File: src/rtl/game_referee.sv
// Game session referee for the 4x4 board: score, move budget, cell coverage, verdict.
// Optional idle timeout enabled by defining GAME_REFEREE_TIMEOUT_EN.
module game_referee #(
  parameter int MAX_MOVES      = 24,
  parameter int TARGET_SCORE   = 40,
  parameter int SCORE_W        = 7,
  parameter int TIMEOUT_CYCLES = 1000
) (
  input  logic               clk,
  input  logic               reset,
  input  logic               start,
  input  logic               move_valid,
  input  logic [3:0]         new_place,
  input  logic [3:0]         prize,
  output logic               move_ready,
  output logic [SCORE_W-1:0] score,
  output logic [7:0]         moves_left,
  output logic [4:0]         cells_visited,
  output logic [1:0]         state,
  output logic               game_over,
  output logic               win
);
  typedef enum logic [1:0] {IDLE = 2'b00, PLAY = 2'b01, WON = 2'b10, LOST = 2'b11} state_e;

  localparam int SUM_W = SCORE_W + 5;
  localparam logic [SUM_W-1:0]   SMAX = SUM_W'((1 << SCORE_W) - 1);
  localparam logic [SUM_W-1:0]   TGT  = SUM_W'(TARGET_SCORE);
  localparam logic [7:0]         MAXM = 8'(MAX_MOVES);

  state_e             state_q;
  logic [SCORE_W-1:0] score_q, score_d;
  logic [7:0]         left_q, left_d;
  logic [4:0]         cells_q, cells_d;
  logic [15:0]        vis_q, vis_d;
  logic               ready_q, over_q, win_q;
  logic [SUM_W-1:0]   sum;
  logic               new_cell;

  // Next values assuming the move is accepted; the FSM decides whether to commit.
  always_comb begin
    sum      = SUM_W'(score_q) + SUM_W'(prize);
    score_d  = (sum > SMAX) ? '1 : sum[SCORE_W-1:0];
    left_d   = left_q - 8'd1;
    new_cell = ~vis_q[new_place];
    cells_d  = cells_q + {4'd0, new_cell};
    vis_d    = vis_q | (16'd1 << new_place);
  end

`ifdef GAME_REFEREE_TIMEOUT_EN
  localparam int TO_W = $clog2(TIMEOUT_CYCLES + 1);
  localparam logic [TO_W-1:0] TOC = TO_W'(TIMEOUT_CYCLES);
  logic [TO_W-1:0] idle_q;
`endif

  always_ff @(posedge clk) begin
    if (reset) begin
      state_q <= IDLE;
      score_q <= '0;
      left_q  <= MAXM;
      cells_q <= '0;
      vis_q   <= '0;
      ready_q <= 1'b0;
      over_q  <= 1'b0;
      win_q   <= 1'b0;
`ifdef GAME_REFEREE_TIMEOUT_EN
      idle_q  <= '0;
`endif
    end else if (start) begin
      // Restart from any state; a coincident move is dropped.
      state_q <= PLAY;
      score_q <= '0;
      left_q  <= MAXM;
      cells_q <= 5'd1;
      vis_q   <= 16'd1;
      ready_q <= 1'b1;
      over_q  <= 1'b0;
      win_q   <= 1'b0;
`ifdef GAME_REFEREE_TIMEOUT_EN
      idle_q  <= '0;
`endif
    end else if (state_q == PLAY) begin
      if (move_valid) begin
        score_q <= score_d;
        left_q  <= left_d;
        cells_q <= cells_d;
        vis_q   <= vis_d;
`ifdef GAME_REFEREE_TIMEOUT_EN
        idle_q  <= '0;
`endif
        if (SUM_W'(score_d) >= TGT) begin
          state_q <= WON;
          ready_q <= 1'b0;
          over_q  <= 1'b1;
          win_q   <= 1'b1;
        end else if (left_d == 8'd0 || cells_d == 5'd16) begin
          state_q <= LOST;
          ready_q <= 1'b0;
          over_q  <= 1'b1;
        end
      end
`ifdef GAME_REFEREE_TIMEOUT_EN
      else if (idle_q + 1'b1 == TOC) begin
        state_q <= LOST;
        ready_q <= 1'b0;
        over_q  <= 1'b1;
        idle_q  <= '0;
      end else begin
        idle_q  <= idle_q + 1'b1;
      end
`endif
    end
  end

  assign move_ready    = ready_q;
  assign score         = score_q;
  assign moves_left    = left_q;
  assign cells_visited = cells_q;
  assign state         = state_q;
  assign game_over     = over_q;
  assign win           = win_q;
endmodule

File: config.mk
export PLATFORM = sky130hd
export DESIGN_NAME = game_referee
export DESIGN_NICKNAME = d
export VERILOG_FILES = /design/src/rtl/game_referee.sv
export SDC_FILE = /design/constraint.sdc
export NUM_CORES = 1
export LEC_CHECK = 0
export ABC_AREA = 1
export BUFFER_PORTS_ARGS = -buffer_cell sky130_fd_sc_hd__buf_4
export CAP_MARGIN = 0
export CORE_UTILIZATION = 40
export CTS_CLUSTER_SIZE = 14
export DETAILED_ROUTE_END_ITERATION = 10
export PLACE_DENSITY_LB_ADDON = 0.25
export SYNTH_ARGS = -nofsm -noshare
export SYNTH_HDL_FRONTEND = slang
export SYNTH_SLANG_ARGS = --single-unit
export TNS_END_PERCENT = 5
File: constraint.sdc
create_clock -name clk -period 5.6 [get_ports clk]
set_clock_uncertainty 0.05 [all_clocks]
set_input_delay 0.56 -clock clk [delete_from_list [all_inputs] [get_ports clk]]
set_output_delay 0.56 -clock clk [all_outputs]
set_load 0.02 [all_outputs]
==> results of run 1 <==
cells in the mapped netlist (all sizes together):
master and count:
fa 1, xor2 3, nand4 5, nand3 20
nor2 42, xnor2 2, o21ai 15, o221ai 3
a22oi 1, a31o 1, o211ai 2, dfxtp 40
a21oi 35, clkbuf 3, clkinv 1, ha 8
inv 59, a31oi 1, buf 5, nor3 3
o22ai 4, nand2 56, or2 2, a221oi 3
per-stage QoR:
stage	hold WS, ps	std cells	instance area, µm²	setup WS, ps	total power [mW]
after floorplan	386	315	2250	3150	0.359
after global placement	400	414	2580	2820	0.385
after detailed placement	399	414	2580	2800	0.386
after CTS	400	421	2660	3100	0.568
after global routing	409	421	2660	2750	0.588
final	409	421	2660	3070	0.559
power breakdown:
group	switching, mW	total (mW)	leakage, nW	internal [mW]
Clock	0.0951	0.180	0.0410	0.0847
Combinational	0.0502	0.0810	0.856	0.0308
Sequential	0.00745	0.298	0.325	0.291
Total	0.153	0.559	1.22	0.406
sequential cells by signal (all words and copies together) (netlist names):
register	flops
state	2
vis_q	16
score	7
win	1
cells_visited	5
moves_left	8
move_ready	1
routing by layer:
layer | routed length [µm] | vias up | GRT usage [%]
met1 | 2410 | 921 | 23.2
li1 | - | 1088 | -
met5 | 0 | - | 0
met2 | 2130 | 49 | 26.3
met4 | 68 | 0 | 6.23
met3 | 238 | 5 | 3.81
worst paths after layout:
| kind | to | slack, ps |
|---|---|---|
| max | state[1] | 3070 |
| min | state[0] | 410 |
| max reg2reg | state[1] | 3380 |
| min reg2reg | win | 410 |
final cells by class:
class,count,area [µm²],area share [%]
flip-flops and latches,40,801,30.1
clock inverters,1,5.00,0.188
clock buffers,6,72.6,2.73
inverters,60,225,8.47
repair buffers,37,278,10.5
multi-input cells,207,1190,44.7
well taps,70,87.6,3.30
cells by family after synthesis:
group,Yosys count,synth area share (%)
buffers and inverters,68,11.7
adder cells (fa/ha/maj),9,5.33
XOR/XNOR,5,2.61
flip-flops,40,35.6
AND/OR/NAND/NOR,128,28.4
AO/OA/AOI/OAI,65,16.4
==> impl_metrics.json, run 1 <==
{
  "die_y_um": 77.0,
  "slew_viol_final": 0,
  "drt_iter0_drc": 89,
  "min-delay-start": "reset",
  "ys_warn_count": 0,
  "cts_setup_buffers": 0,
  "place_congestion": 0.873,
  "antenna_found_initial": 0,
  "power.leakage_nw": 1.22,
  "fin_nets": 372,
  "hold_class": "input pin to flip-flop",
  "startpoint_type": "input pin",
  "path_clk_slew_ps": 70,
  "drive_above_1_share_pct": 21.1,
  "max_clock_freq_ghz": 0.395,
  "maxSlewHeadroom_pct": 48.9,
  "ios": 37,
  "die-area_mm2": 0.00593,
  "cpLargestDelayFamily": "simple AND/OR/NAND/NOR gates",
  "areaGrowthSynthToFinish_pct": 18.0,
  "syn_nets": 336,
  "path_class": "input pin to flip-flop",
  "crit_fanout": 4,
  "final_util_pct": 50.4,
  "ys_seq_area_share_pct": 35.6,
  "worst_slew_pin_slew_ps": 766,
  "power_per_cell_area_mw_per_mm2": 210,
  "cts_tree": "yes",
  "drt-total-wl_mm": 4.85,
  "dr.pass1.iters": 5,
  "synth_cell_types": 37,
  "clkLatencyLatePin_ps": 290,
  "arrival_ps": 2680,
  "dr_total_vias": 2063,
  "initial_core_util_pct": 42.7,
  "slowest_stage": "nor2_1",
  "drc_errors": 0,
  "cp_slowest_stage_delay_ps": 230,
  "track_usage_pct": 17.1,
  "cts_sinks": 40,
  "portBuffers": 36,
  "dp_hpwl_mm": 3.61,
  "finalSetupViolations": 0,
  "hold_violations": 0,
  "synthTopCellsByArea": "dfxtp_1 36%, inv_1 9.2%, nand2_1 8.5%",
  "yosysTopAreaCell": "dfxtp_1",
  "clock_path_buffers": 2,
  "syn-cell-area_mm2": 0.00225,
  "cts_hold_buffers": 0,
  "die_w_um": 77.0,
  "layout_common_cells": "55 x inv_1, 51 x nand2_1, 40 x dfxtp_1",
  "cts_resized": 0,
  "grt_pass1_vias": 1776,
  "worstSetupEndpointType": "flip-flop",
  "ys_ff_latch": 40,
  "maxCapViolations": 0,
  "clockRootBuffer": "clkbuf_8",
  "path_buf_inv": 5,
  "cp_cell_sequence": "buf_4, nor2_1, inv_1, o22ai_1, nor2_1, a21oi_1, o21ai_0, nand2_1, inv_1, ha_1, ha_1, xnor2_1, nand2_1, inv_1, nand2_1, nor2_2, nor2_2, nand3_1, nand2_1, inv_1",
  "htreeDepth": 2,
  "irDropWorstVdd_uv": 147,
  "avgSynthCellArea_um2": 7.15,
  "synthesis.instances": 315,
  "via_per_inst": 4.90,
  "cts_made_buffers": 5,
  "antennaDiodeCount": 0,
  "ff2ff_path_depth": 17,
  "nFillCells": 560,
  "rsz0062_at_grt": "false",
  "ant_nets": 0,
  "rows": 26,
  "synth_top_area_share_pct": 35.6,
  "design.core.area_mm2": 0.00527,
  "min_path_cells": 2,
  "status": "finished, final reports clean",
  "rr_startpoint": "vis_q[15]",
  "period_share_pct": 45.2,
  "critPathLaunch": "new_place[0]",
  "required_ps": 5740,
  "fin_tns_setup_ps": 0,
  "grt_pass1_wl_mm": 8.05,
  "overflow": 0,
  "post_drt_wl_per_cell_um": 11.5,
  "grt_max_degree": 25,
  "final_common_cell": "inv_1",
  "crit_cells": 20,
  "period_needed_ps": 2530
}
No activity file was read; power rests on OpenSTA's default activity.
==> run 2: changes to the inputs <==
- clock period: 5.6 -> 2.5 ns (I/O delays scaled with it)
==> impl_metrics.json, run 2 (synthesized netlist as in run 1, its figures left out) <==
{
  "crit_fanout": 2,
  "slowest_stage": "dfxtp_1",
  "post_drt_wl_per_cell_um": 11.4,
  "drc_errors": 0,
  "ff2ff_path_depth": 19,
  "hold_violations": 0,
  "min_to": "vis_q[0]",
  "hold_class": "input pin to flip-flop",
  "path_clk_slew_ps": 70,
  "track_usage_pct": 17.2,
  "final_util_pct": 51.5,
  "rr_endpoint": "state[0]",
  "htreeDepth": 2,
  "period_needed_ps": 2260,
  "min-delay-start": "reset",
  "cts_tree": "yes",
  "rr_startpoint": "vis_q[7]",
  "dr.pass1.iters": 4,
  "rsz0062_at_grt": "false",
  "drt-total-wl_mm": 4.83,
  "ios": 37,
  "dp_hpwl_mm": 3.63,
  "fin_cells": 423,
  "rows": 26,
  "worstSetupEndpointType": "flip-flop",
  "fin_tns_setup_ps": 0,
  "cts_made_buffers": 5,
  "initial_core_util_pct": 42.7,
  "grt_pass1_wl_mm": 8.29,
  "cp_cell_sequence": "inv_1, o22ai_1, nor2_1, a21oi_1, o21ai_1, nand2_1, inv_1, ha_4, ha_4, buf_4, xnor2_4, nand2_1, inv_1, nand2_1, nor2_2, inv_1, nand2_1, a21oi_1, a21oi_2",
  "fin_nets": 374,
  "reg2reg_slack_ps": 240,
  "arrival_ps": 2420,
  "required_ps": 2670,
  "areaGrowthSynthToFinish_pct": 20.6,
  "portBuffers": 36,
  "cts_sinks": 40,
  "dr_total_vias": 2084,
  "clock_path_buffers": 2,
  "total_power_mw": 1.26,
  "grt_pass1_vias": 1895,
  "placed_area_mm2": 0.00259,
  "maxSlewHeadroom_pct": 50.4,
  "place_congestion": 0.842,
  "path_class": "flip-flop to flip-flop",
  "placed_cells": 415,
  "finalSetupViolations": 0,
  "antenna_found_initial": 0,
  "via_per_inst": 4.93,
  "final_common_cell": "inv_1",
  "clockRootBuffer": "clkbuf_8",
  "power_per_cell_area_mw_per_mm2": 463,
  "overflow": 0,
  "die-area_mm2": 0.00593,
  "startpoint_type": "flip-flop",
  "antennaDiodeCount": 0,
  "irDropWorstVdd_uv": 298,
  "die_y_um": 77.0,
  "place_ws_ps": 18.9,
  "layout_common_cells": "54 x inv_1, 51 x nand2_1, 40 x dfxtp_1",
  "regMostFlops": "vis_q",
  "max_clock_freq_ghz": 0.443,
  "drt_iter0_drc": 129,
  "design.core.area_mm2": 0.00527,
  "cp_slowest_stage_delay_ps": 310,
  "setup_ws_ps": 242,
  "worst_slew_pin_slew_ps": 743,
  "clkLatencyLatePin_ps": 290,
  "largest_reg_flops": 16,
  "power.leakage_nw": 1.23,
  "hold-worst-slack_ps": 114,
  "drive_above_1_share_pct": 22.7,
  "period_share_pct": 90.3,
  "min_path_cells": 2,
  "die_w_um": 77.0,
  "grt_max_degree": 25,
  "ant_nets": 0,
  "finalInstanceArea_mm2": 0.00272,
  "maxCapViolations": 0,
  "slew_viol_final": 0,
  "status": "finished, final reports clean"
}
-- run 2: worst max-delay path by stage --
| stage | slack (ps) | cells after the start | start | to |
|---|---|---|---|---|
| after floorplan | 360 | 19 | new_place[0] | state[1] |
| after global placement | 90 | 20 | new_place[1] | state[1] |
| after detailed placement | 20 | 19 | new_place[1] | state[0] |
| after CTS | 250 | 16 | vis_q[15] | state[0] |
| after global routing | 30 | 19 | vis_q[7] | state[0] |
| final | 240 | 19 | vis_q[7] | state[0] |
-- run 2: what timing repair did --
item | 4_1_cts | 5_1_grt
hold buffers | 0 | 0
setup buffers | 0 | 1
gates resized for setup | 0 | 8
setup endpoints to repair | 0 | 2
-- run 2: report_power, final --
group / total, mW / internal, mW / switching [mW]
registers: 0.669 / 0.651 / 0.0177
clock network: 0.397 / 0.190 / 0.208
logic: 0.191 / 0.0748 / 0.116
total: 1.26 / 0.916 / 0.341
-- run 2: metal layers --
| layer | vias up | GRT usage [%] | share of wire (%) |
|---|---|---|---|
| met5 | - | 0 | 0 |
| li1 | 1087 | - | - |
| met2 | 49 | 27.7 | 44 |
| met4 | 0 | 5.85 | 1.3 |
| met3 | 7 | 2.98 | 4.7 |
| met1 | 941 | 23.2 | 50 |
-- run 2: area by class of cell --
cell class,count,area (µm²)
Clock inverter,1,5.00
Fill cell,552,2550
Inverter,60,225
Sequential cell,40,801
Multi-Input combinational cell,207,1230
Tap cell,70,87.6
Timing Repair Buffer,39,293
Clock buffer,6,72.6
-- run 2: critical path, delay by kind of cell (launching register included) --
family                   cells  cell delay [ps]
adder cells (fa/ha/maj)      2              320
AO/OA/AOI/OAI                5              590
flip-flops                   1              310
XOR/XNOR                     1              140
AND/OR/NAND/NOR              6              440
buffers and inverters        5              350
==> run 3: changes to the inputs <==
--- a/config.mk
+++ b/config.mk
@@ -9,5 +9,6 @@
 export BUFFER_PORTS_ARGS = -buffer_cell sky130_fd_sc_hd__buf_4
 export CAP_MARGIN = 0
-export CORE_UTILIZATION = 40
+export CORE_ASPECT_RATIO = 1.5
+export CORE_UTILIZATION = 56
 export CTS_CLUSTER_SIZE = 14
 export DETAILED_ROUTE_END_ITERATION = 10
==> constraint.sdc (replaced) <==
create_clock -name clk -period 2.5 [get_ports clk]
set_clock_uncertainty 0.05 [all_clocks]
set_input_delay 0.125 -clock clk [delete_from_list [all_inputs] [get_ports clk]]
set_output_delay 0.125 -clock clk [all_outputs]
set_load 0.02 [all_outputs]
==> impl_metrics.json, run 3 (synthesized netlist as in run 1, its figures left out) <==
{
  "cts_made_buffers": 5,
  "final_common_cell": "inv_1",
  "design.core.area_mm2": 0.00375,
  "placed_cells": 388,
  "power.leakage_nw": 1.24,
  "period_needed_ps": 2250,
  "drt_iter0_drc": 88,
  "fin_nets": 374,
  "fin_cells": 397,
  "grtUsageMet1_pct": 24.8,
  "place_congestion": 0.907,
  "via_per_inst": 5.31,
  "period_share_pct": 90.1,
  "regMostFlops": "vis_q",
  "post_drt_wl_per_cell_um": 12.0,
  "path_clk_slew_ps": 80,
  "ios": 37,
  "die_w_um": 53.8,
  "drc_errors": 0,
  "cts_tree": "yes",
  "initial_core_util_pct": 60.1,
  "portBuffers": 36,
  "cts_setup_buffers": 0,
  "slowest_stage": "dfxtp_1",
  "track_usage_pct": 24.4,
  "arrival_ps": 2430,
  "path_common_cell": "nand2_1",
  "dr.pass1.iters": 4,
  "areaGrowthSynthToFinish_pct": 18.3,
  "required_ps": 2680,
  "met2_usage_pct": 45.1,
  "cts_sinks": 40,
  "die-area_mm2": 0.00428,
  "power_per_cell_area_mw_per_mm2": 488,
  "crit_fanout": 3,
  "worstSetupEndpointType": "flip-flop",
  "grt_max_degree": 25,
  "nFillCells": 326,
  "grt_pass1_wl_mm": 7.77,
  "overflow": 0,
  "clockRootBuffer": "clkbuf_8",
  "path_class": "flip-flop to flip-flop",
  "grt_pass1_vias": 1903,
  "htreeDepth": 2,
  "maxSlewHeadroom_pct": 51.7,
  "max_clock_freq_ghz": 0.444,
  "grt.busiest_layer": "met2",
  "dp_hpwl_mm": 3.64,
  "status": "finished, final reports clean",
  "finalSetupViolations": 0,
  "clock_path_buffers": 2,
  "hold_violations": 0,
  "gr-usage-met3_pct": 5.71,
  "startpoint_type": "flip-flop",
  "rsz0062_at_grt": "false",
  "cp_cell_sequence": "inv_1, o22ai_1, a221oi_1, nand2_1, nand3_1, nand2_1, inv_1, ha_1, ha_1, nand3_1, xor2_1, nand2_1, nor2_2, nor2_2, nand3_2, a21oi_2",
  "antenna_found_initial": 0,
  "ant_nets": 0,
  "drt-total-wl_mm": 4.77,
  "layout_common_cells": "55 x inv_1, 51 x nand2_1, 40 x dfxtp_1",
  "clkLatencyLatePin_ps": 290,
  "cp_slowest_stage_delay_ps": 300,
  "worst_slew_pin_slew_ps": 724,
  "die_y_um": 79.7,
  "largest_reg_flops": 16,
  "fin_tns_setup_ps": 0,
  "irDropWorstVdd_uv": 458,
  "slew_viol_final": 0,
  "rows": 27,
  "final_util_pct": 71.0,
  "antennaDiodeCount": 0,
  "drive_above_1_share_pct": 21.8,
  "dr_total_vias": 2107,
  "maxCapViolations": 0,
  "hold_class": "input pin to flip-flop"
}
## run 3: worst paths after layout
kind	slack, ps	depth (start not counted)	end	start
setup / recovery	250	16	state[0]	vis_q[14]
setup reg to reg	250	16	state[0]	vis_q[14]
hold reg to reg	410	2	win	win
hold / removal	80	3	state[0]	start
## run 3: repair_timing
| item | CTS | global route |
|---|---|---|
| hold endpoints to repair | 3 | 0 |
| endpoints found under the setup margin | 0 | 1 |
| gates resized for setup | 0 | 1 |
| hold buffers | 1 | 0 |
## run 3: layer usage
metal	routed length, µm	vias up
li1	-	1083
met1	1910	948
met2	2550	64
met3	237	12
met4	79	0
met5	0	-
## run 3: worst max-delay path: cells and delay by family (launching register included)
| family | cells | cell delay (ps) |
|---|---|---|
| AOI/OAI and AO/OA | 3 | 450 |
| xor gates and xnor gates | 1 | 160 |
| adders and majority gates | 2 | 340 |
| buffers and inverters | 2 | 140 |
| DFF | 1 | 300 |
| and+or+nand+nor | 8 | 740 |
## run 3: area by class of cell
cell class                      instances  area [µm²]  area share (%)
Multi-Input combinational cell        207        1190            44.9
Sequential cell                        40         801            30.1
Timing Repair Buffer                   39         295            11.1
Inverter                               60         225            8.45
Clock buffer                            7        86.3            3.24
Tap cell                               43        53.8            2.02
Clock inverter                          1        7.51           0.282
## run 3: report_power, final
part,leakage (nW),total (mW),internal (mW),switching [mW]
Sequential,0.325,0.667,0.651,0.0162
Combinational,0.868,0.186,0.0711,0.114
Clock,0.0445,0.448,0.224,0.224
## run 3: through the flow
step	area, µm²	worst slack [ps]	power, mW	hold WS (ps)
2_1_floorplan	2250	477	0.803	137
3_3_place_gp	2550	232	0.862	278
3_5_place_dp	2550	148	0.865	277
4_1_cts	2660	242	1.31	65.9
5_1_grt	2660	28.4	1.36	76.4
6_report	2660	247	1.30	78.2
